<file path="src/rtl/alu_issue_ctrl.sv">
`default_nettype none
// ============================================================================
// Module   : alu_issue_ctrl
// Purpose  : 4-cycle RV32I issue/decode unit driving an external ALU; emits
//            a register writeback, a branch decision or an illegal pulse.
// Revision : 1.0  initial release
// ============================================================================
module alu_issue_ctrl #(
  parameter int XLEN = 32
) (
  input  logic            clk,
  input  logic            rst_n,
  input  logic            instr_valid,
  output logic            instr_ready,
  input  logic [31:0]     instr,
  input  logic [XLEN-1:0] pc,
  input  logic [XLEN-1:0] rs1_data,
  input  logic [XLEN-1:0] rs2_data,
  output logic [XLEN-1:0] alu_x,
  output logic [XLEN-1:0] alu_y,
  output logic [3:0]      alu_control,
  input  logic [XLEN-1:0] alu_result,
  input  logic            alu_zero,
  output logic            wb_valid,
  output logic            wb_we,
  output logic [4:0]      wb_rd,
  output logic [XLEN-1:0] wb_data,
  output logic            br_valid,
  output logic            br_taken,
  output logic [XLEN-1:0] br_target,
  output logic            illegal
);

  typedef enum logic [1:0] {S_IDLE, S_DECODE, S_EXEC, S_RESP} state_t;

  localparam logic [1:0] c_k_wb  = 2'd0;
  localparam logic [1:0] c_k_br  = 2'd1;
  localparam logic [1:0] c_k_ill = 2'd2;

  state_t          r_state;
  logic            r_ready;
  logic [31:0]     r_instr;
  logic [XLEN-1:0] r_pc, r_rs1, r_rs2, r_res;
  logic            r_zero, r_inv;
  logic [1:0]      r_kind;
  logic [XLEN-1:0] r_alu_x, r_alu_y, r_wb_data, r_br_target;
  logic [3:0]      r_alu_ctrl;
  logic            r_wb_valid, r_wb_we, r_br_valid, r_br_taken, r_ill;
  logic [4:0]      r_wb_rd;

  logic [6:0]      w_op, w_f7;
  logic [2:0]      w_f3;
  logic [XLEN-1:0] w_imm_i, w_imm_u, w_imm_b, w_shamt, w_x, w_y;
  logic [3:0]      w_ctrl;
  logic [1:0]      w_kind;
  logic            w_inv;
  logic            w_unused_ok;

  assign w_op        = r_instr[6:0];
  assign w_f3        = r_instr[14:12];
  assign w_f7        = r_instr[31:25];
  assign w_imm_i     = XLEN'(signed'(r_instr[31:20]));
  assign w_imm_u     = XLEN'(signed'({r_instr[31:12], 12'b0}));
  assign w_imm_b     = XLEN'(signed'({r_instr[31], r_instr[7], r_instr[30:25], r_instr[11:8], 1'b0}));
  assign w_shamt     = XLEN'(r_instr[24:20]);
  assign w_unused_ok = ^r_instr[19:15];

  // Shared funct3 -> ALU code map for the non-arith/shift-variant cases.
  function automatic logic [3:0] f3code(input logic [2:0] f3);
    case (f3)
      3'b001:  f3code = 4'b1000;
      3'b010:  f3code = 4'b0100;
      3'b011:  f3code = 4'b1101;
      3'b100:  f3code = 4'b1001;
      3'b110:  f3code = 4'b0001;
      3'b111:  f3code = 4'b0010;
      default: f3code = 4'b0000;
    endcase
  endfunction

  always_comb begin
    w_x    = r_rs1;
    w_y    = r_rs2;
    w_ctrl = 4'b0000;
    w_kind = c_k_ill;
    w_inv  = 1'b0;
    case (w_op)
      7'b0110011: begin
        case (w_f3)
          3'b000: begin
            if (w_f7 == 7'b0000000) begin w_ctrl = 4'b0000; w_kind = c_k_wb; end
            else if (w_f7 == 7'b0100000) begin w_ctrl = 4'b0111; w_kind = c_k_wb; end
          end
          3'b101: begin
            if (w_f7 == 7'b0000000) begin w_ctrl = 4'b1010; w_kind = c_k_wb; end
            else if (w_f7 == 7'b0100000) begin w_ctrl = 4'b1110; w_kind = c_k_wb; end
          end
          default: if (w_f7 == 7'b0000000) begin w_ctrl = f3code(w_f3); w_kind = c_k_wb; end
        endcase
      end
      7'b0010011: begin
        w_y = w_imm_i;
        case (w_f3)
          3'b000: begin w_ctrl = 4'b0000; w_kind = c_k_wb; end
          3'b001: begin
            w_y = w_shamt;
            if (w_f7 == 7'b0000000) begin w_ctrl = 4'b1000; w_kind = c_k_wb; end
          end
          3'b101: begin
            w_y = w_shamt;
            if (w_f7 == 7'b0000000) begin w_ctrl = 4'b1010; w_kind = c_k_wb; end
            else if (w_f7 == 7'b0100000) begin w_ctrl = 4'b1110; w_kind = c_k_wb; end
          end
          default: begin w_ctrl = f3code(w_f3); w_kind = c_k_wb; end
        endcase
      end
      7'b0110111: begin w_x = '0;   w_y = w_imm_u; w_ctrl = 4'b1100; w_kind = c_k_wb; end
      7'b0010111: begin w_x = r_pc; w_y = w_imm_u; w_ctrl = 4'b0000; w_kind = c_k_wb; end
      7'b1100011: begin
        w_kind = c_k_br;
        case (w_f3)
          3'b000:  w_ctrl = 4'b1111;
          3'b001:  w_ctrl = 4'b0011;
          3'b100:  w_ctrl = 4'b0100;
          3'b101:  begin w_ctrl = 4'b0100; w_inv = 1'b1; end
          3'b110:  w_ctrl = 4'b1101;
          3'b111:  begin w_ctrl = 4'b1101; w_inv = 1'b1; end
          default: w_kind = c_k_ill;
        endcase
      end
      default: ;
    endcase
  end

  always_ff @(posedge clk) begin
    if (!rst_n) begin
      r_state     <= S_IDLE;
      r_ready     <= 1'b1;
      r_instr     <= '0;
      r_pc        <= '0;
      r_rs1       <= '0;
      r_rs2       <= '0;
      r_res       <= '0;
      r_zero      <= 1'b0;
      r_inv       <= 1'b0;
      r_kind      <= c_k_ill;
      r_alu_x     <= '0;
      r_alu_y     <= '0;
      r_alu_ctrl  <= 4'b0000;
      r_br_target <= '0;
      r_wb_data   <= '0;
      r_wb_rd     <= '0;
      r_wb_valid  <= 1'b0;
      r_wb_we     <= 1'b0;
      r_br_valid  <= 1'b0;
      r_br_taken  <= 1'b0;
      r_ill       <= 1'b0;
    end else begin
      r_wb_valid <= 1'b0;
      r_br_valid <= 1'b0;
      r_ill      <= 1'b0;
      case (r_state)
        S_IDLE: if (instr_valid) begin
          r_instr <= instr;
          r_pc    <= pc;
          r_rs1   <= rs1_data;
          r_rs2   <= rs2_data;
          r_ready <= 1'b0;
          r_state <= S_DECODE;
        end
        S_DECODE: begin
          r_alu_x     <= w_x;
          r_alu_y     <= w_y;
          r_alu_ctrl  <= w_ctrl;
          r_br_target <= r_pc + w_imm_b;
          r_kind      <= w_kind;
          r_inv       <= w_inv;
          r_state     <= S_EXEC;
        end
        S_EXEC: begin
          r_res   <= alu_result;
          r_zero  <= alu_zero;
          r_state <= S_RESP;
        end
        default: begin
          // Response pulses register on the edge leaving RESP.
          if (r_kind == c_k_wb) begin
            r_wb_valid <= 1'b1;
            r_wb_we    <= (r_instr[11:7] != 5'd0);
            r_wb_rd    <= r_instr[11:7];
            r_wb_data  <= r_res;
          end else if (r_kind == c_k_br) begin
            r_br_valid <= 1'b1;
            r_br_taken <= r_zero ^ r_inv;
          end else begin
            r_ill <= 1'b1;
          end
          r_ready <= 1'b1;
          r_state <= S_IDLE;
        end
      endcase
    end
  end

  assign instr_ready = r_ready;
  assign alu_x       = r_alu_x;
  assign alu_y       = r_alu_y;
  assign alu_control = r_alu_ctrl;
  assign wb_valid    = r_wb_valid;
  assign wb_we       = r_wb_we;
  assign wb_rd       = r_wb_rd;
  assign wb_data     = r_wb_data;
  assign br_valid    = r_br_valid;
  assign br_taken    = r_br_taken;
  assign br_target   = r_br_target;
  assign illegal     = r_ill;

endmodule
`default_nettype wire

</file>
<file path="config.mk">
export PLATFORM = sky130hd
export DESIGN_NAME = alu_issue_ctrl
export DESIGN_NICKNAME = d
export VERILOG_FILES = /design/src/rtl/alu_issue_ctrl.sv
export SDC_FILE = /design/constraint.sdc
export NUM_CORES = 1
export LEC_CHECK = 0
export ABC_AREA = 1
export ABC_CLOCK_PERIOD_IN_PS = 2300
export BUFFER_PORTS_ARGS = -buffer_cell sky130_fd_sc_hd__buf_2
export CAP_MARGIN = 20
export CORE_UTILIZATION = 54
export DETAILED_ROUTE_END_ITERATION = 12
export GPL_TIMING_DRIVEN = 0
export PLACE_DENSITY = 0.77
export SLEW_MARGIN = 10
export SYNTH_ARGS = -nofsm -noshare
export SYNTH_HDL_FRONTEND = slang
export SYNTH_SLANG_ARGS = --single-unit
</file>
<file path="constraint.sdc">
create_clock -name clk -period 2.3 [get_ports clk]
set_input_delay 0.46 -clock clk [delete_from_list [all_inputs] [get_ports clk]]
set_output_delay 0.46 -clock clk [all_outputs]
set_load 0.005 [all_outputs]
</file>
Word-level counts from Yosys, hierarchy flattened:

Index checks and enable logic that the tools add are counted.

* bits in registers: 309
* output and inout port bits: 143
* word-level logic and storage cells: 95

* add/subtract/negate cells: 1
* equality and inequality tests: 17
* muxes and demuxes: 31
* bitwise logic cells: 5
* reductions and logical operators: 20

Operators with widths (count)
* 32-bit case mux with 2 select lines: 2
* 32-bit adder: 1
* 32-bit two-way mux: 1
* 4-bit case mux with 4 select lines: 2
* 4-bit case mux with 6 select lines: 1
* 7-bit by 6-bit equality test with 1-bit output, second input constant: 3
* 4-bit case mux with 5 select lines: 1
* 4-bit two-way mux: 4
* 7-bit by 5-bit equality test with 1-bit output, second input constant: 2
* 2-bit OR reduction: 7
* 3-bit equality test, second input constant: 4
* 2-bit two-way mux: 6
* 4-bit case mux with 3 select lines: 1
* 2-bit case mux with 4 select lines: 1
* 4-bit case mux with 2 select lines: 1
* 7-bit equality test, second input constant: 1
* 7-bit logical NOT: 1
* 3-bit by 2-bit equality test with 1-bit output, second input constant: 2
* 1-bit two-way mux: 6
* 3-bit two-way mux: 2
* 2-bit case mux with 3 select lines: 1
* 2-bit AND reduction: 3
* 6-bit OR reduction: 1
* 5-bit nonzero test: 1
* other kinds (14): 19

Depth between registers and ports, before layout:

Gate-level depths: netlist of run 1.

* word-level depth: 5
* gate-level depth with buffers: 13

Worst setup path after synthesis of run 1:

No wires, ideal clock.

* kind: reg-to-reg
* start: register r_instr[31]
* end: register r_br_target[15], in the netlist br_target[15]
* library setup time: 0.113 ns
* arrival: 2.018 ns
* slack: 0.169 ns
* stages on the path, launching flop included: 11
* path through: dfxtp_1 ha_1 nand2_1 inv_1 nand2_1 inv_1 a21oi_1 nand2_1 or2_2 nand3_1 nand2_1

* longest elaborated chain between the ends: 1

RTL lines
* start, declared: line 42 `logic [31:0] r_instr;`
* start signal, assigned: line 164 `r_instr <= instr;`
* 32-bit adder: line 175 `r_br_target <= r_pc + w_imm_b;`
* end signal, assigned: line 175
* end, declared: line 46 `logic [XLEN-1:0] r_alu_x, r_alu_y, r_wb_data, r_br_target;`

No other way between the ends.
A chain may end at the register's enable or synchronous reset.

Final worst setup path of run 1:

* start: register r_state[0]
* end: register r_rs1[13]

* longest elaborated chain between the ends: 2

RTL lines
* start, declared: line 40 `state_t r_state;`
* start signal, assigned: line 137 `r_state <= S_IDLE;`
* start signal, assigned: line 169 `r_state <= S_DECODE;`
* start signal, assigned: line 178 `r_state <= S_EXEC;`
* 2-bit logical NOT: line 162 `case (r_state)`
* 2-bit AND reduction (no source line)
* end signal, assigned: line 166 `r_rs1 <= rs1_data;`
* end, declared: line 43 `logic [XLEN-1:0] r_pc, r_rs1, r_rs2, r_res;`

No other way between the ends.

==> key figures, run 1 <==
Routing
  – Via Count: 14.2k
  – Total Wirelength: 45200 µm
  – Residual DRC count: 0
  – Drt first pass iters: 8
  – Final antenna-violating net count: 0
  – Detailed Route Iter0 Violations: 1153
  – Vias per cell: 5.34
  – Wire per inst: 17.0 µm

Pwr
  – VDD IR max: 0.000733 V
  – Pwr Total: 20.1 mW
  – Leakage power figure: 8.12 nW
  – Power per cell area: 1190 mW/mm²

Min path
  – Hold crit path type: in -> reg
  – Hold path depth: 3

Synthesis
  – Yosys warns: 0
  – Main synth FF type: dfxtp_1
  – Netlist cell types: 44
  – #FFs+latches synth: 309
  – Synthesized cell area: 0.0138 mm²
  – Syn_area_per_cell: 7.01 µm²
  – Synthesized instance count: 1962
  – Syn nets: 2161
  – EDFF count, synth: 0
  – Fraction of registers with async set or reset after synthesis: 0
  – Seq/Total Area, Yosys: 0.450

Die
  – Core area: 0.0251 mm²
  – Die ar.: 0.0261 mm²
  – Die height: 162 µm
  – Cell Rows: 58
  – IO Count: 307
  – Initial Util: 0.548
  – Die X: 162 µm

Global routing
  – Initial antenna violation count: 9
  – Overflow after GRT: 0
  – Largest net degree at the start of global routing: 21
  – Global-route wire length before repair: 69200 µm
  – Vias in the first global route: 13.1k
  – GR Util All Layers: 0.339

Critical path
  – Largest fanout on the critical path: 10
  – CP endpoint: r_rs1[13]$_SDFFE_PN0P_
  – Endpoint type of the worst setup path: register
  – Capturing point of the worst reg2reg path: r_rs1[13]$_SDFFE_PN0P_
  – R2r setup slk: 0.09 ns
  – Worst flop-to-flop path startpoint: r_state[0]$_SDFFE_PN0N_
  – CP Class: reg -> reg
  – Reg2Reg Depth: 8
  – Critical Path RT: 2.74 ns
  – Critical Path Source Type: register
  – WP data arrival: 2.66 ns
  – Worst Setup SP: r_state[0]$_SDFFE_PN0N_

Clock tree
  – Longest Clk Path Bufs: 3
  – # clock sinks: 309
  – Total CTS buffers: 34
  – # resized after CTS: 0
  – Clock transition at path regs: 0.06 ns
  – # Post-CTS Setup Buffers: 0
  – TritonCTS clock tree: yes
  – Clk_lat worst skew: 0.52 ns
  – Max H-tree Level: 2
  – Hold_buf cts: 0
  – Clk Tree Root Cell: clkbuf_16

Final layout
  – Most frequent cells in the layout: nand2_1, nor2_1, buf_2, dfxtp_1, o21ai_0
  – Final Net Count: 2504
  – Area grow syn2layout: 22.6%
  – Share of cells above drive strength 1: 0.189
  – Commonest non-fill, non-tap cell in the layout: nand2_1

Placed design
  – Hpwl dp: 34900 µm
  – Placer Congestion: 0.943
  – Port Buf Inserts: 306

Timing
  – Fmax: 452 MHz
  – Setup_tns: 0 ns
  – RSZ-0062 raised after global routing: yes
  – Final Setup Violations: 0
  – Hold_ws: 0.173 ns
  – Worst slew pin tran: 0.690 ns
  – Tmin final: 2.21 ns
  – Final Hold Viols: 0
  – Final period utilization: 0.962
  – Headroom to the max-slew limit: 0.540
  – Final setup skew: 0.0184 ns
  – Max-slew violation count: 0

Run
  – Total of max-cap violations: 0

Status
  – Status: complete, no violations
cell type report:
class	count	area, µm²
Fill cell	2289	8240
Clock inverter	13	129
Sequential cell	309	6190
Buffer	104	464
Antenna cell	8	20.0
Multi-Input combinational cell	1392	6540
Inverter	157	593
Tap cell	330	413
Clock buffer	46	957
Timing Repair Buffer	307	1560
power breakdown:
group	internal, mW	switching (mW)	leakage (nW)
Clock	3.16	2.23	0.537
Combinational	2.41	4.44	5.05
Sequential	6.89	1.01	2.54
Total	12.5	7.69	8.12
synth_stat cells, types with 3 or more instances:
master	n	area, µm²
clkbuf_1	70	263
a22oi_1	5	37.5
o21ai_0	281	1410
o22ai_1	3	18.8
nor3_1	11	55.1
buf_4	5	37.5
or2_2	4	25.0
inv_1	152	571
buf_2	20	100
a22o_1	3	26.3
a21oi_1	50	250
nor2_1	423	1590
a31oi_2	19	238
o21bai_1	3	22.5
nor2_4	4	45.0
nand3b_1	5	37.5
dfxtp_1	309	6190
inv_2	4	15.0
o21ai_1	6	30.0
nand2_1	427	1600
nand3_1	48	240
a31oi_1	36	225
nand2_2	5	31.3
buf_1	6	22.5
ha_1	34	425
buf_6	3	33.8
cell families after synthesis:
group	after synthesis	share of synthesized area
and+or+nand+nor	937	0.269
adders and majority gates	35	0.0324
xor gates and xnor gates	3	0.00191
DFF	309	0.450
AOI/OAI and AO/OA	417	0.171
buffers and inverters	261	0.0760
worst max-delay path, cell delays in order, from the launching register on:
cell	delay, ns
dfxtp_1	0.36
inv_1	0.09
ha_1	0.25
nand2_1	0.10
buf_2	0.34
buf_2	0.37
buf_2	0.32
o21ai_0	0.18
nor2_1	0.14
layer usage:
| layer | part of all wire | vias to the layer above | wire length (µm) | track usage |
|---|---|---|---|---|
| li1 | - | 7005 | - | - |
| met1 | 0.42 | 6631 | 19000 | 0.427 |
| met2 | 0.47 | 513 | 21300 | 0.573 |
| met3 | 0.075 | 93 | 3390 | 0.0688 |
| met4 | 0.032 | 4 | 1440 | 0.124 |
| met5 | 0.00051 | - | 23 | 0 |
worst min path at each step:
stage | start | end | slack [ns]
6_report | alu_result[24] | r_res[24]$_SDFFE_PN0P_ | 0.17
3_5_place_dp | br_target[10]$_SDFFE_PN0P_ | br_target[10]$_SDFFE_PN0P_ | 0.43
5_1_grt | alu_result[27] | r_res[27]$_SDFFE_PN0P_ | 0.17
3_3_place_gp | br_target[30]$_SDFFE_PN0P_ | br_target[30]$_SDFFE_PN0P_ | 0.43
4_1_cts | alu_result[26] | r_res[26]$_SDFFE_PN0P_ | 0.16
2_1_floorplan | r_rs2[7]$_SDFFE_PN0P_ | r_rs2[7]$_SDFFE_PN0P_ | 0.42
through the flow:
step | worst slack, ns | utilization | std cells | cell area, µm²
after floorplan | 0.169 | - | 1962 | 13800
after global placement | -0.425 | 0.625 | 2598 | 15700
after detailed placement | 0.0304 | 0.626 | 2599 | 15700
after CTS | 0.00465 | 0.670 | 2658 | 16800
after global routing | 0.00278 | 0.672 | 2665 | 16900
final | 0.0878 | 0.672 | 2666 | 16900
flip-flops by register name, summed over array words and instances, names as in the netlist, 2 cells and up:
signal       count
r_rs1           32
alu_y           32
r_pc            32
r_res           32
wb_data         32
wb_rd            5
r_state          2
r_rs2           32
br_target       32
alu_control      4
r_kind           2
alu_x           32
r_instr         32
(Power assumes the default switching activity.)
==> inputs of run 2 (changes only) <==
--- a/config.mk
+++ b/config.mk
@@ -6,7 +6,7 @@
 export NUM_CORES = 1
 export LEC_CHECK = 0
 export ABC_AREA = 1
-export ABC_CLOCK_PERIOD_IN_PS = 2300
+export ABC_CLOCK_PERIOD_IN_PS = 2460
 export BUFFER_PORTS_ARGS = -buffer_cell sky130_fd_sc_hd__buf_2
 export CAP_MARGIN = 20
 export CORE_UTILIZATION = 54
==> constraint.sdc (replaced) <==
create_clock -name clk -period 2.46 [get_ports clk]
set_input_delay 0.492 -clock clk [delete_from_list [all_inputs] [get_ports clk]]
set_output_delay 0.492 -clock clk [all_outputs]
set_load 0.005 [all_outputs]
==> run 2 against run 1 <==
  * Sequential power is 6.6% lower
  * Routed wire length down 0.29%
  * Final area shrank 0.15%
  * Register-to-register slack improved by 0.04 ns
  * Worst setup slack improved by 0.041 ns
  * Clock skew down 0.0038 ns
  * Total power down 6.7%
  * Highest routed layer unchanged
  * Non-clock buffer count did not move
  * Critical endpoint is now br_target[29]$_SDFFE_PN0P_
  * Clock power down 6.9%
  * Largest power group unchanged
  * Combinational power fell by 6.7%
  * Fmax shrank 5.1%
==> key figures, run 2 (same netlist as run 1, synthesis figures left out) <==
Status
  – Status: complete, no violations

Final layout
  – Final Net Count: 2504
  – # fillers: 2284
  – Most frequent cells in the layout: nand2_1, nor2_1, buf_2, dfxtp_1, o21ai_0
  – Post-Layout Cell Count: 2667
  – Multi-input gate area: 0.00653 mm²
  – Area grow syn2layout: 22.4%
  – Share of cells above drive strength 1: 0.185
  – Register area: 0.00619 mm²
  – Util after Layout: 0.671
  – Commonest non-fill, non-tap cell in the layout: nand2_1

Clock tree
  – # Post-CTS Setup Buffers: 0
  – # resized after CTS: 0
  – Max H-tree Level: 2
  – Hold_buf cts: 0
  – Longest Clk Path Bufs: 3
  – Total CTS buffers: 34
  – Clock transition at path regs: 0.06 ns
  – TritonCTS clock tree: yes
  – Clk_lat worst skew: 0.52 ns
  – # clock sinks: 309
  – Clk Tree Root Cell: clkbuf_16

Min path
  – Hold crit path type: in -> reg
  – Hold path depth: 3
  – Worst Hold Path EP: r_res[5]$_SDFFE_PN0P_
  – Min-delay src: alu_result[5]

Timing
  – Setup_tns: 0 ns
  – Final period utilization: 0.947
  – Final Setup Violations: 0
  – Tmin final: 2.33 ns
  – Max-slew violation count: 0
  – Headroom to the max-slew limit: 0.539
  – Fmax: 429 MHz
  – Final setup skew: 0.0146 ns
  – RSZ-0062 raised after global routing: no
  – Worst slew pin tran: 0.692 ns
  – Final Hold Viols: 0

Die
  – Die ar.: 0.0261 mm²
  – Die height: 162 µm
  – IO Count: 307
  – Initial Util: 0.548
  – Cell Rows: 58
  – Die X: 162 µm
  – Core area: 0.0251 mm²

Global routing
  – GR Util All Layers: 0.339
  – Overflow after GRT: 0
  – Global-route wire length before repair: 69200 µm
  – Largest net degree at the start of global routing: 21
  – Initial antenna violation count: 9
  – Vias in the first global route: 13.1k

Critical path
  – CP Class: reg -> reg
  – Capturing point of the worst reg2reg path: br_target[29]$_SDFFE_PN0P_
  – Worst flop-to-flop path startpoint: r_state[1]$_SDFFE_PN0N_
  – R2r setup slk: 0.13 ns
  – WP data arrival: 2.73 ns
  – Critical Path RT: 2.86 ns
  – Endpoint type of the worst setup path: register
  – Slowest cell on the critical path: clkinv_1
  – Reg2Reg Depth: 8
  – Worst path bufs/invs: 4
  – Critical Path Source Type: register
  – Largest fanout on the critical path: 10
  – Slowest stage delay, CP: 0.38 ns
  – Delay-heaviest family, CP: buffers and inverters
  – Crit-path cells: inv_1 > ha_1 > buf_2 > nand2_1 > clkinv_1 > buf_2 > nand3_1 > nand2_1

Placed design
  – Hpwl dp: 34900 µm
  – Placed insts: 2599
  – Port Buf Inserts: 306
  – Placer Congestion: 0.943

Routing
  – Total Wirelength: 45100 µm
  – Vias per cell: 5.32
  – Detailed Route Iter0 Violations: 1242
  – Residual DRC count: 0
  – Drt first pass iters: 6
  – Wire per inst: 16.9 µm
  – Via Count: 14.2k
  – Final antenna-violating net count: 0

Run
  – Total of max-cap violations: 0

Pwr
  – Power per cell area: 1120 mW/mm²
  – Pwr Total: 18.8 mW
  – VDD IR max: 0.000688 V
  – Leakage power figure: 8.11 nW
==> run 2: cell types whose count changed in the layout (fill, tap and decap cells not counted), sizes merged <==
cell | previous run | this run
clkinvlp | 2 | 1
diode | 8 | 9
clkbuf | 117 | 116
clkinv | 8 | 9
buf | 340 | 341
==> run 2: how the worst max path moves through the flow <==
stage | from | to | slack [ns] | depth (start not counted)
2_1_floorplan | r_instr[31]$_SDFFE_PN0P_ | br_target[15]$_SDFFE_PN0P_ | 0.33 | 10
3_3_place_gp | r_instr[31]$_SDFFE_PN0P_ | br_target[29]$_SDFFE_PN0P_ | -0.26 | 9
3_5_place_dp | r_state[1]$_SDFFE_PN0N_ | br_target[29]$_SDFFE_PN0P_ | 0.19 | 8
4_1_cts | r_state[1]$_SDFFE_PN0N_ | br_target[29]$_SDFFE_PN0P_ | 0.16 | 8
5_1_grt | r_instr[31]$_SDFFE_PN0P_ | br_target[31]$_SDFFE_PN0P_ | 0.03 | 12
6_report | r_state[1]$_SDFFE_PN0N_ | br_target[29]$_SDFFE_PN0P_ | 0.13 | 8
==> run 2: worst register-to-register path, cell delays in order, from the launching register on <==
cell      delay, ns
dfxtp_1        0.37
inv_1          0.09
ha_1           0.31
buf_2          0.25
nand2_1        0.18
clkinv_1       0.38
buf_2          0.36
nand3_1        0.21
nand2_1        0.06
==> run 2: report_power, final <==
| part | internal (mW) | switching [mW] |
|---|---|---|
| Combinational | 2.24 | 4.15 |
| Sequential | 6.44 | 0.944 |
| Clock | 2.95 | 2.07 |
==> run 2: routing by layer <==
layer / global-route usage / vias to the layer above / part of all wire
met3: 0.0688 / 106 / 0.079
li1: - / 7005 / -
met5: 0 / - / 0.00051
met1: 0.427 / 6545 / 0.42
met2: 0.573 / 537 / 0.47
met4: 0.124 / 4 / 0.034
==> run 2: layout make-up <==
type / count / area share
clock inverter: 13 / 0.00765
sequential: 309 / 0.367
clock buffer: 46 / 0.0568
tap: 330 / 0.0245
inverter: 157 / 0.0350
timing repair buffer: 307 / 0.0926
buffer: 104 / 0.0271
multi-input combinational: 1392 / 0.388
antenna: 9 / 0.00134
==> run 2: stage by stage <==
stage                     hold slack, ns  area, µm²  worst slack [ns]
final                              0.207      16800             0.129
after global routing               0.206      16800            0.0302
after CTS                          0.197      16800             0.165
after detailed placement           0.435      15700             0.190
after global placement             0.433      15700            -0.265
after floorplan                    0.423      13800             0.329
